File: src/rtl/dm_trigger_pkg.sv
// Shared definitions for the dark-matter trigger capture path.
// Holds channel/bank counts, sample width, bank index width, the sample
// type and the lowest-set-bit priority helper used for bank allocation.
package dm_trigger_pkg;

  localparam int NUM_CH     = 4;
  localparam int NUM_BANK   = 8;
  localparam int SAMPLE_W   = 16;
  localparam int BANK_IDX_W = 3;

  typedef logic [SAMPLE_W-1:0] sample_t;

  // Index of the lowest set bit of vec; returns 0 when vec is all zero,
  // so callers must qualify the result with |vec.
  function automatic logic [BANK_IDX_W-1:0] lowest_set_idx(input logic [NUM_BANK-1:0] vec);
    logic [BANK_IDX_W-1:0] idx;
    idx = {BANK_IDX_W{1'b0}};
    // Scan downward so the lowest set index is the last one written.
    for (int i = NUM_BANK - 1; i >= 0; i--) begin
      if (vec[i]) begin
        idx = BANK_IDX_W'(i);
      end else begin
        idx = idx;
      end
    end
    return idx;
  endfunction

endpackage

File: src/rtl/dm_bank_alloc.sv
// Capture-bank allocator.
// Tracks which BRAM banks hold an unread trigger (busy mask), remembers the
// order in which banks were allocated so DRAM read-back frees the oldest one
// first, and counts triggers dropped for lack of a free bank.
// Ports:
//   clk, rst            clock, synchronous active-high reset
//   trig                one trigger request this cycle
//   ready_mask[7:0]     bit i=1: bank i can accept a capture
//   read_valid          oldest busy bank has been read out
//   triggering_status   registered |busy_mask
module dm_bank_alloc
  import dm_trigger_pkg::*;
(
  input  logic                clk,
  input  logic                rst,
  input  logic                trig,
  input  logic [NUM_BANK-1:0] ready_mask,
  input  logic                read_valid,
  output logic                triggering_status
);

  localparam logic [NUM_BANK-1:0] ONE_HOT0 = {{(NUM_BANK-1){1'b0}}, 1'b1};

  logic [NUM_BANK-1:0]   busy_q, busy_d;
  logic [BANK_IDX_W-1:0] order_q [NUM_BANK];
  logic [BANK_IDX_W-1:0] order_d [NUM_BANK];
  logic [BANK_IDX_W-1:0] wr_ptr_q, wr_ptr_d;
  logic [BANK_IDX_W-1:0] rd_ptr_q, rd_ptr_d;
  logic [7:0]            drop_cnt_q, drop_cnt_d;
  logic                  status_q, status_d;

  logic [NUM_BANK-1:0]   free_s;
  logic                  alloc_s;
  logic                  drop_s;
  logic                  rel_s;
  logic [BANK_IDX_W-1:0] alloc_idx_s;
  logic [BANK_IDX_W-1:0] rel_idx_s;

  // Next-state for busy mask, order FIFO, drop counter and status.
  always_comb begin
    // free is taken from the pre-release mask so a bank cannot free and
    // re-allocate in the same cycle.
    free_s      = ready_mask & ~busy_q;
    alloc_s     = trig & (|free_s);
    drop_s      = trig & ~(|free_s);
    // The FIFO is empty exactly when no bank is busy, so busy_q doubles as
    // the non-empty flag.
    rel_s       = read_valid & (|busy_q);
    alloc_idx_s = lowest_set_idx(free_s);
    rel_idx_s   = order_q[rd_ptr_q];

    busy_d     = busy_q;
    order_d    = order_q;
    wr_ptr_d   = wr_ptr_q;
    rd_ptr_d   = rd_ptr_q;
    drop_cnt_d = drop_cnt_q;

    if (rel_s) begin
      busy_d   = busy_d & ~(ONE_HOT0 << rel_idx_s);
      rd_ptr_d = rd_ptr_q + 3'd1;
    end else begin
      rd_ptr_d = rd_ptr_q;
    end

    // Depth equals bank count, so a push can never overflow.
    if (alloc_s) begin
      busy_d            = busy_d | (ONE_HOT0 << alloc_idx_s);
      order_d[wr_ptr_q] = alloc_idx_s;
      wr_ptr_d          = wr_ptr_q + 3'd1;
    end else begin
      wr_ptr_d = wr_ptr_q;
    end

    if (drop_s && (drop_cnt_q != 8'hFF)) begin
      drop_cnt_d = drop_cnt_q + 8'd1;
    end else begin
      drop_cnt_d = drop_cnt_q;
    end

    status_d = |busy_d;
  end

  // Allocator state registers.
  always_ff @(posedge clk) begin
    if (rst) begin
      busy_q     <= {NUM_BANK{1'b0}};
      wr_ptr_q   <= {BANK_IDX_W{1'b0}};
      rd_ptr_q   <= {BANK_IDX_W{1'b0}};
      drop_cnt_q <= 8'd0;
      status_q   <= 1'b0;
      for (int i = 0; i < NUM_BANK; i++) begin
        order_q[i] <= {BANK_IDX_W{1'b0}};
      end
    end else begin
      busy_q     <= busy_d;
      wr_ptr_q   <= wr_ptr_d;
      rd_ptr_q   <= rd_ptr_d;
      drop_cnt_q <= drop_cnt_d;
      status_q   <= status_d;
      order_q    <= order_d;
    end
  end

  assign triggering_status = status_q;

endmodule

File: src/rtl/dm_trigger_top.sv
// Dark-matter detector trigger front end.
// Registers four 16-bit sample streams plus bank-ready mask and DRAM read
// pulse, detects a rising edge of "sample > THRESHOLD" on any channel and
// hands one trigger per cycle to the bank allocator.
// Ports:
//   clk, rst                     clock, synchronous active-high reset
//   rx_parallel_data_B0..B3      unsigned channel samples
//   BRAM_ready_mask[7:0]         bit i=1: bank i can accept a capture
//   DRAM_Read_Valid              pulse: oldest busy bank read out
//   triggering_status            1 while any bank holds an unread trigger
module dm_trigger_top
  import dm_trigger_pkg::*;
#(
  parameter sample_t THRESHOLD = 16'd20
) (
  input  logic                clk,
  input  logic                rst,
  input  logic [15:0]         rx_parallel_data_B0,
  input  logic [15:0]         rx_parallel_data_B1,
  input  logic [15:0]         rx_parallel_data_B2,
  input  logic [15:0]         rx_parallel_data_B3,
  input  logic [NUM_BANK-1:0] BRAM_ready_mask,
  input  logic                DRAM_Read_Valid,
  output logic                triggering_status
);

  sample_t [NUM_CH-1:0] sample_q, sample_d;
  logic [NUM_BANK-1:0]  ready_q, ready_d;
  logic                 read_q, read_d;
  logic [NUM_CH-1:0]    above_q, above_d;

  logic [NUM_CH-1:0]    above_s;
  logic [NUM_CH-1:0]    rise_s;
  logic                 trig_s;

  // Input capture and per-channel threshold / rising-edge detect.
  always_comb begin
    sample_d[0] = rx_parallel_data_B0;
    sample_d[1] = rx_parallel_data_B1;
    sample_d[2] = rx_parallel_data_B2;
    sample_d[3] = rx_parallel_data_B3;
    ready_d     = BRAM_ready_mask;
    read_d      = DRAM_Read_Valid;

    for (int c = 0; c < NUM_CH; c++) begin
      above_s[c] = sample_q[c] > THRESHOLD;
    end
    // Edge-based: a sample held above threshold triggers only once.
    rise_s  = above_s & ~above_q;
    // Several channels rising together still make a single trigger.
    trig_s  = |rise_s;
    above_d = above_s;
  end

  // Stage-1 input registers and the previous-cycle above flags.
  always_ff @(posedge clk) begin
    if (rst) begin
      sample_q <= {(NUM_CH*SAMPLE_W){1'b0}};
      ready_q  <= {NUM_BANK{1'b0}};
      read_q   <= 1'b0;
      above_q  <= {NUM_CH{1'b0}};
    end else begin
      sample_q <= sample_d;
      ready_q  <= ready_d;
      read_q   <= read_d;
      above_q  <= above_d;
    end
  end

  dm_bank_alloc u_alloc (
    .clk               (clk),
    .rst               (rst),
    .trig              (trig_s),
    .ready_mask        (ready_q),
    .read_valid        (read_q),
    .triggering_status (triggering_status)
  );

endmodule

File: config.mk
export PLATFORM = sky130hd
export DESIGN_NAME = dm_trigger_top
export DESIGN_NICKNAME = d
export VERILOG_FILES = /design/src/rtl/dm_trigger_pkg.sv /design/src/rtl/dm_bank_alloc.sv /design/src/rtl/dm_trigger_top.sv
export SDC_FILE = /design/constraint.sdc
export NUM_CORES = 1
export LEC_CHECK = 0
export BUFFER_PORTS_ARGS = -buffer_cell sky130_fd_sc_hd__buf_2
export CORE_MARGIN = 4
export CORE_UTILIZATION = 50
export CTS_CLUSTER_DIAMETER = 60
export DETAILED_ROUTE_END_ITERATION = 8
export PLACE_DENSITY_LB_ADDON = 0.3
export SLEW_MARGIN = 30
export SYNTH_ARGS = -nofsm -noshare
export SYNTH_HDL_FRONTEND = slang
export SYNTH_SLANG_ARGS = --single-unit
File: constraint.sdc
create_clock -name clk -period 3 [get_ports clk]
set_clock_uncertainty 0.15 [all_clocks]
set_input_delay 0 -clock clk [delete_from_list [all_inputs] [get_ports clk]]
set_output_delay 0 -clock clk [all_outputs]
set_load 0.005 [all_outputs]
==> qor.txt, run 1 <==
Outcome: stopped before the end
Die Wd: 100 um
Postcts setup bufs: 0
Post-DP HPWL: 5720 um
Post-synth ARST share: 0
Post-cts sizing count: 0
Number of enable flip-flop cells after synthesis: 0
Post-synth top cells: dfxtp_1, nor2b_1, nor2_1
Ys flop type: dfxtp_1
Die Span Y: 100 um
CTS Buf Count: 17
CTS root buf: clkbuf_8
Mapped Cells: 396
Initial Util: 0.515
Leading cell type by number of instances after synthesis: dfxtp_1
Num Clock Sinks: 116
Placement Cell Area: 4690 um2
Area share of the largest cell type after synthesis: 0.549
Dominant cell type by area after synthesis: dfxtp_1
Distinct cell type count after synthesis: 43
CTS Hold Bufs: 120
Synth Net Count: 473
Sequential area share after synthesis: 0.549
Last stage: 4_1_cts
# rows: 33
Area contributors post-synth: dfxtp_1, nor2b_1, mux2i_1
Yosys reg bits: 116
I/O Buffers: 75
Post-synth design cell area: 4230 um2
Syn avg cell area: 10.7 um2
Ys Warns: 0
Htree depth: 4
Placed cells: 557
# IOs: 76
Placer Congestion: 0.832
Stop err: [ERROR RSZ-0060] Max buffer count reached.
Clock buffer depth: 2
cell families after synthesis:
| kind of cell | after synthesis | synth area share |
|---|---|---|
| AO/OA/AOI/OAI | 41 | 0.0674 |
| XOR/XNOR | 4 | 0.00828 |
| adder cells (fa/ha/maj) | 2 | 0.00591 |
| buffers and inverters | 25 | 0.0237 |
| flip-flops | 116 | 0.549 |
| multiplexers | 33 | 0.0958 |
| AND/OR/NAND/NOR | 175 | 0.250 |
per-stage QoR:
step                       util  worst slack [ns]
after global placement    0.570             0.474
after detailed placement  0.570             0.438
after floorplan               -             0.725
==> run 2: changes to the inputs <==
CORE_UTILIZATION = 35   (was 50)
CTS_CLUSTER_DIAMETER = unset   (was 60)
PLACE_DENSITY_LB_ADDON = 0.15   (was 0.3)
==> run 2 against run 1 <==
Net effect:
- the run now ends clean
- synthesized cell count stayed put
- area after synthesis stayed put
==> qor.txt, run 2 <==
Detailed Route WL: 9970 um
Antenna violations before repair: 0
Number of enable flip-flop cells after synthesis: 0 (unchanged)
Placer Congestion: 0.816 (-2.0%)
Final TNS setup: 0 ns
Crit path capture type: register
Area of the multi-input gates: 1810 um2
Sw power: 948 uW
Vias per inst: 4.63
Core footprint: 11,600 um2
Vias in the first global route: 3,639
Overflow after GRT: 0
RSZ-0062 raised after global routing: false
Drt drc: 0
Die Wd: 118 um (+18%)
CTS root buf: clkbuf_16
Max frequency: 0.380 GHz
# rows: 39 (+18%)
Clock buffer depth: 2 (unchanged)
Via count: 3,393
Final Hold Viols: 0
Commonest non-fill, non-tap cell in the layout: dfxtp_1
Clock power share: 0.475
Max Fanout on Critical Path: 11
Max Cap Viol: 0
Routed WL per cell: 13.6 um
Global-route wire length before repair: 16,900 um
CTS tree: done
# IOs: 76 (unchanged)
Hold worst-path end: sample_q[7]
Ys flop type: dfxtp_1
Critical R2R Launch: sample_q[46]
P&R area growth vs syn: 50.8%
Num Clock Sinks: 116 (unchanged)
Seq pwr share: 0.408
Crit-path max cell delay: 0.56 ns
Final #Nets: 654
Worst r2r dst: u_alloc.order_q[2]
Worst Hold Class: in -> reg
Sequential area share after synthesis: 0.549 (unchanged)
Slew @ Worst Pin: 0.815 ns
Post-synth ARST share: 0 (unchanged)
Outcome: finished clean
Pwr dens: 646 nW/um2
CP required: 3.10 ns
Worst Setup Start Kind: register
Arr. time, crit path: 2.73 ns
R2R Setup Slk: 0.37 ns
Clock Latency Late Sink: 0.40 ns
Distinct cell type count after synthesis: 43 (unchanged)
Post-synth design cell area: 4230 um2 (unchanged)
Largest Register: sample_q
Ys Warns: 0 (unchanged)
Post-synth top cells: dfxtp_1, nor2b_1, nor2_1
Synth Net Count: 473 (unchanged)
Fill cells: 987
Combinational power share: 0.117
CTS Buf Count: 17 (unchanged)
Cell internal pwr: 3170 uW
Initial DRC count: 167
I/O Buffers: 75 (unchanged)
Pin count of the biggest net entering global routing: 117
Slowest CP cell: nor4_4
Area share of the largest cell type after synthesis: 0.549 (unchanged)
Worst VDD drop: 480 uV
Post-layout util: 0.549
Worst hold stages: 3
Leading cell type by number of instances after synthesis: dfxtp_1
Total Routing Usage GR: 0.153
Slew headroom: 0.457
Largest regs: sample_q: 64 flops, u_alloc.order_q: 24 flops
# setup viols final: 0
N_diodes: 0
Number of flip-flops in the largest register: 64
Hold Path Origin: rx_parallel_data_B0[7]
Post-DP HPWL: 6020 um (+5.3%)
Mapped Cells: 396 (unchanged)
Worst-path clk slew: 0.05 ns
Dominant cell type by area after synthesis: dfxtp_1
Reg area: 2320 um2
Yosys reg bits: 116 (unchanged)
Area contributors post-synth: dfxtp_1, nor2b_1, mux2i_1
Tcrit/Tclk final: 0.878
Share of layout cells above drive strength 1: 0.219
Most frequent cells in the layout: dfxtp_1, dlygate4sd3_1, nor2b_1
Sw Share: 0.230
Pleak: 0.00269 uW
Die Span Y: 118 um (+18%)
Reg2Reg Depth: 7
Slew Viols, Final: 0
Tmin final: 2.63 ns
Final antenna-violating net count: 0
Placement Cell Area: 4730 um2 (+1.0%)
Initial Util: 0.364 (-0.151)
Die footprint: 13,900 um2
Htree depth: 4 (unchanged)
Final setup margin: 0.367 ns
Syn avg cell area: 10.7 um2 (unchanged)
Final instance area: 6380 um2
Critical path type: reg -> reg
Dpl ws: 0.369 ns (-0.0689 ns)
Worst-path cell chain: nor4_1 > a41oi_1 > nor4_4 > buf_4 > or4b_1 > mux2i_1 > nor2_1
First-pass DRT Iterations: 4
run 2: cell counts after synthesis:
Identical to the previous run, type by type.
run 2: kinds of logic after synthesis:
family | count (synthesis) | synth area share
adder cells (fa/ha/maj) | 2 | 0.00591
multiplexers | 33 | 0.0958
XOR/XNOR | 4 | 0.00828
buffers and inverters | 25 | 0.0237
AO/OA/AOI/OAI | 41 | 0.0674
flip-flops | 116 | 0.549
AND/OR/NAND/NOR | 175 | 0.250
run 2: how the worst max path moves through the flow:
stage	from	end	slack, ns	cells past startpoint
after global routing	u_alloc.rd_ptr_q[0]	u_alloc.triggering_status	0.17	7
final	sample_q[46]	u_alloc.order_q[2]	0.37	7
after global placement	sample_q[30]	u_alloc.order_q[3]	0.39	7
after CTS	sample_q[30]	u_alloc.order_q[2]	0.32	7
after floorplan	u_alloc.rd_ptr_q[0]	u_alloc.triggering_status	0.72	8
after detailed placement	u_alloc.rd_ptr_q[0]	u_alloc.triggering_status	0.37	7
run 2: repair_timing:
action | in CTS | in global routing
endpoints found under the setup margin | 0 | 0
endpoints found under the hold margin | 93 | 0
hold buffers | 106 | 0
gates resized for setup | 0 | 0
buffers inserted | 0 | 0
run 2: per-stage QoR:
step                      instances  power, uW  hold WS (ns)
after floorplan                 396       1960       -0.0218
after global placement          595       2090        0.0599
after global routing            733       4300         0.182
final                           733       4120         0.196
after CTS                       733       4160         0.182
after detailed placement        595       2090        0.0616
run 2: area by class of cell:
type                            instances  area share
Multi-Input combinational cell        255       0.284
Timing Repair Buffer                  186       0.232
Inverter                                1    0.000588
Tap cell                              143      0.0280
Clock buffer                           20      0.0716
Sequential cell                       116       0.364
Clock inverter                         12      0.0202
run 2: power groups by stage:
| stage | Sequential (uW) | Combinational (uW) | Clock (uW) |
|---|---|---|---|
| floorplan | 1690 | 270 | 0 |
| global placement | 1710 | 374 | 0 |
| detailed placement | 1720 | 375 | 0 |
| CTS | 1680 | 481 | 2000 |
| global route | 1690 | 534 | 2070 |
| finish | 1680 | 482 | 1960 |
run 2: routing by layer:
layer	vias up	wire length (um)	GRT usage
met1	1586	4250	0.169
met5	-	0	0
met3	16	436	0.0543
li1	1716	-	-
met4	0	133	0.0535
met2	75	5150	0.270
run 2: critical path, delay by kind of cell (launching register included):
kind            cells  cell delay, ns
buf+inv             1            0.27
compound gates      1            0.24
simple gates        4            1.26
flops               1            0.30
mux                 1            0.24
No activity file was read; power rests on OpenSTA's default activity.
==> run 3: changes to the inputs <==
CORE_UTILIZATION = 55   (was 35)
RECOVER_POWER = 100   (was unset)
==> run 3 against run 2 <==
Net effect:
- synthesized cell count unchanged
- the run now fails in 4_1_cts
- area after synthesis is the same
==> qor.txt, run 3 <==
Num Clock Sinks: 116 (unchanged)
Post-synth design cell area: 4230 um2 (unchanged)
Post-synth ARST share: 0 (unchanged)
Postcts setup bufs: 0 (unchanged)
Mapped Cells: 396 (unchanged)
CTS Buf Count: 17 (unchanged)
Ys Warns: 0 (unchanged)
Yosys reg bits: 116 (unchanged)
Ys flop type: dfxtp_1
Number of enable flip-flop cells after synthesis: 0 (unchanged)
Post-DP HPWL: 5560 um (-7.7%)
Outcome: stopped before the end
Leading cell type by number of instances after synthesis: dfxtp_1
Stop err: [ERROR RSZ-0060] Max buffer count reached.
# rows: 31 (-21%)
Initial Util: 0.574 (+0.210)
Last stage: 4_1_cts
Dominant cell type by area after synthesis: dfxtp_1
Synth Net Count: 473 (unchanged)
Syn avg cell area: 10.7 um2 (unchanged)
Clock buffer depth: 2 (unchanged)
Placement Cell Area: 4680 um2 (-1.2%)
Post-cts sizing count: 0 (unchanged)
Placer Congestion: 0.898 (+10%)
Die Span Y: 95.7 um (-19%)
Htree depth: 4 (unchanged)
I/O Buffers: 75 (unchanged)
Sequential area share after synthesis: 0.549 (unchanged)
Area contributors post-synth: dfxtp_1, nor2b_1, mux2i_1
Distinct cell type count after synthesis: 43 (unchanged)
Post-synth top cells: dfxtp_1, nor2b_1, nor2_1
Die Wd: 95.7 um (-19%)
# IOs: 76 (unchanged)
CTS Hold Bufs: 118 (+11%)
CTS root buf: clkbuf_8
Area share of the largest cell type after synthesis: 0.549 (unchanged)
==> run 3: cell families after synthesis <==
| family | count (synthesis) | share of synthesized area |
|---|---|---|
| simple gates | 175 | 0.250 |
| xor+xnor | 4 | 0.00828 |
| mux | 33 | 0.0958 |
| buf+inv | 25 | 0.0237 |
| compound gates | 41 | 0.0674 |
| flops | 116 | 0.549 |
| fa+ha+maj | 2 | 0.00591 |
==> run 3: through the flow <==
stage	hold WS, ns	setup slack, ns	instances
after floorplan	-0.0218	0.725	396
after global placement	0.0593	0.503	551
after detailed placement	0.0616	0.488	551
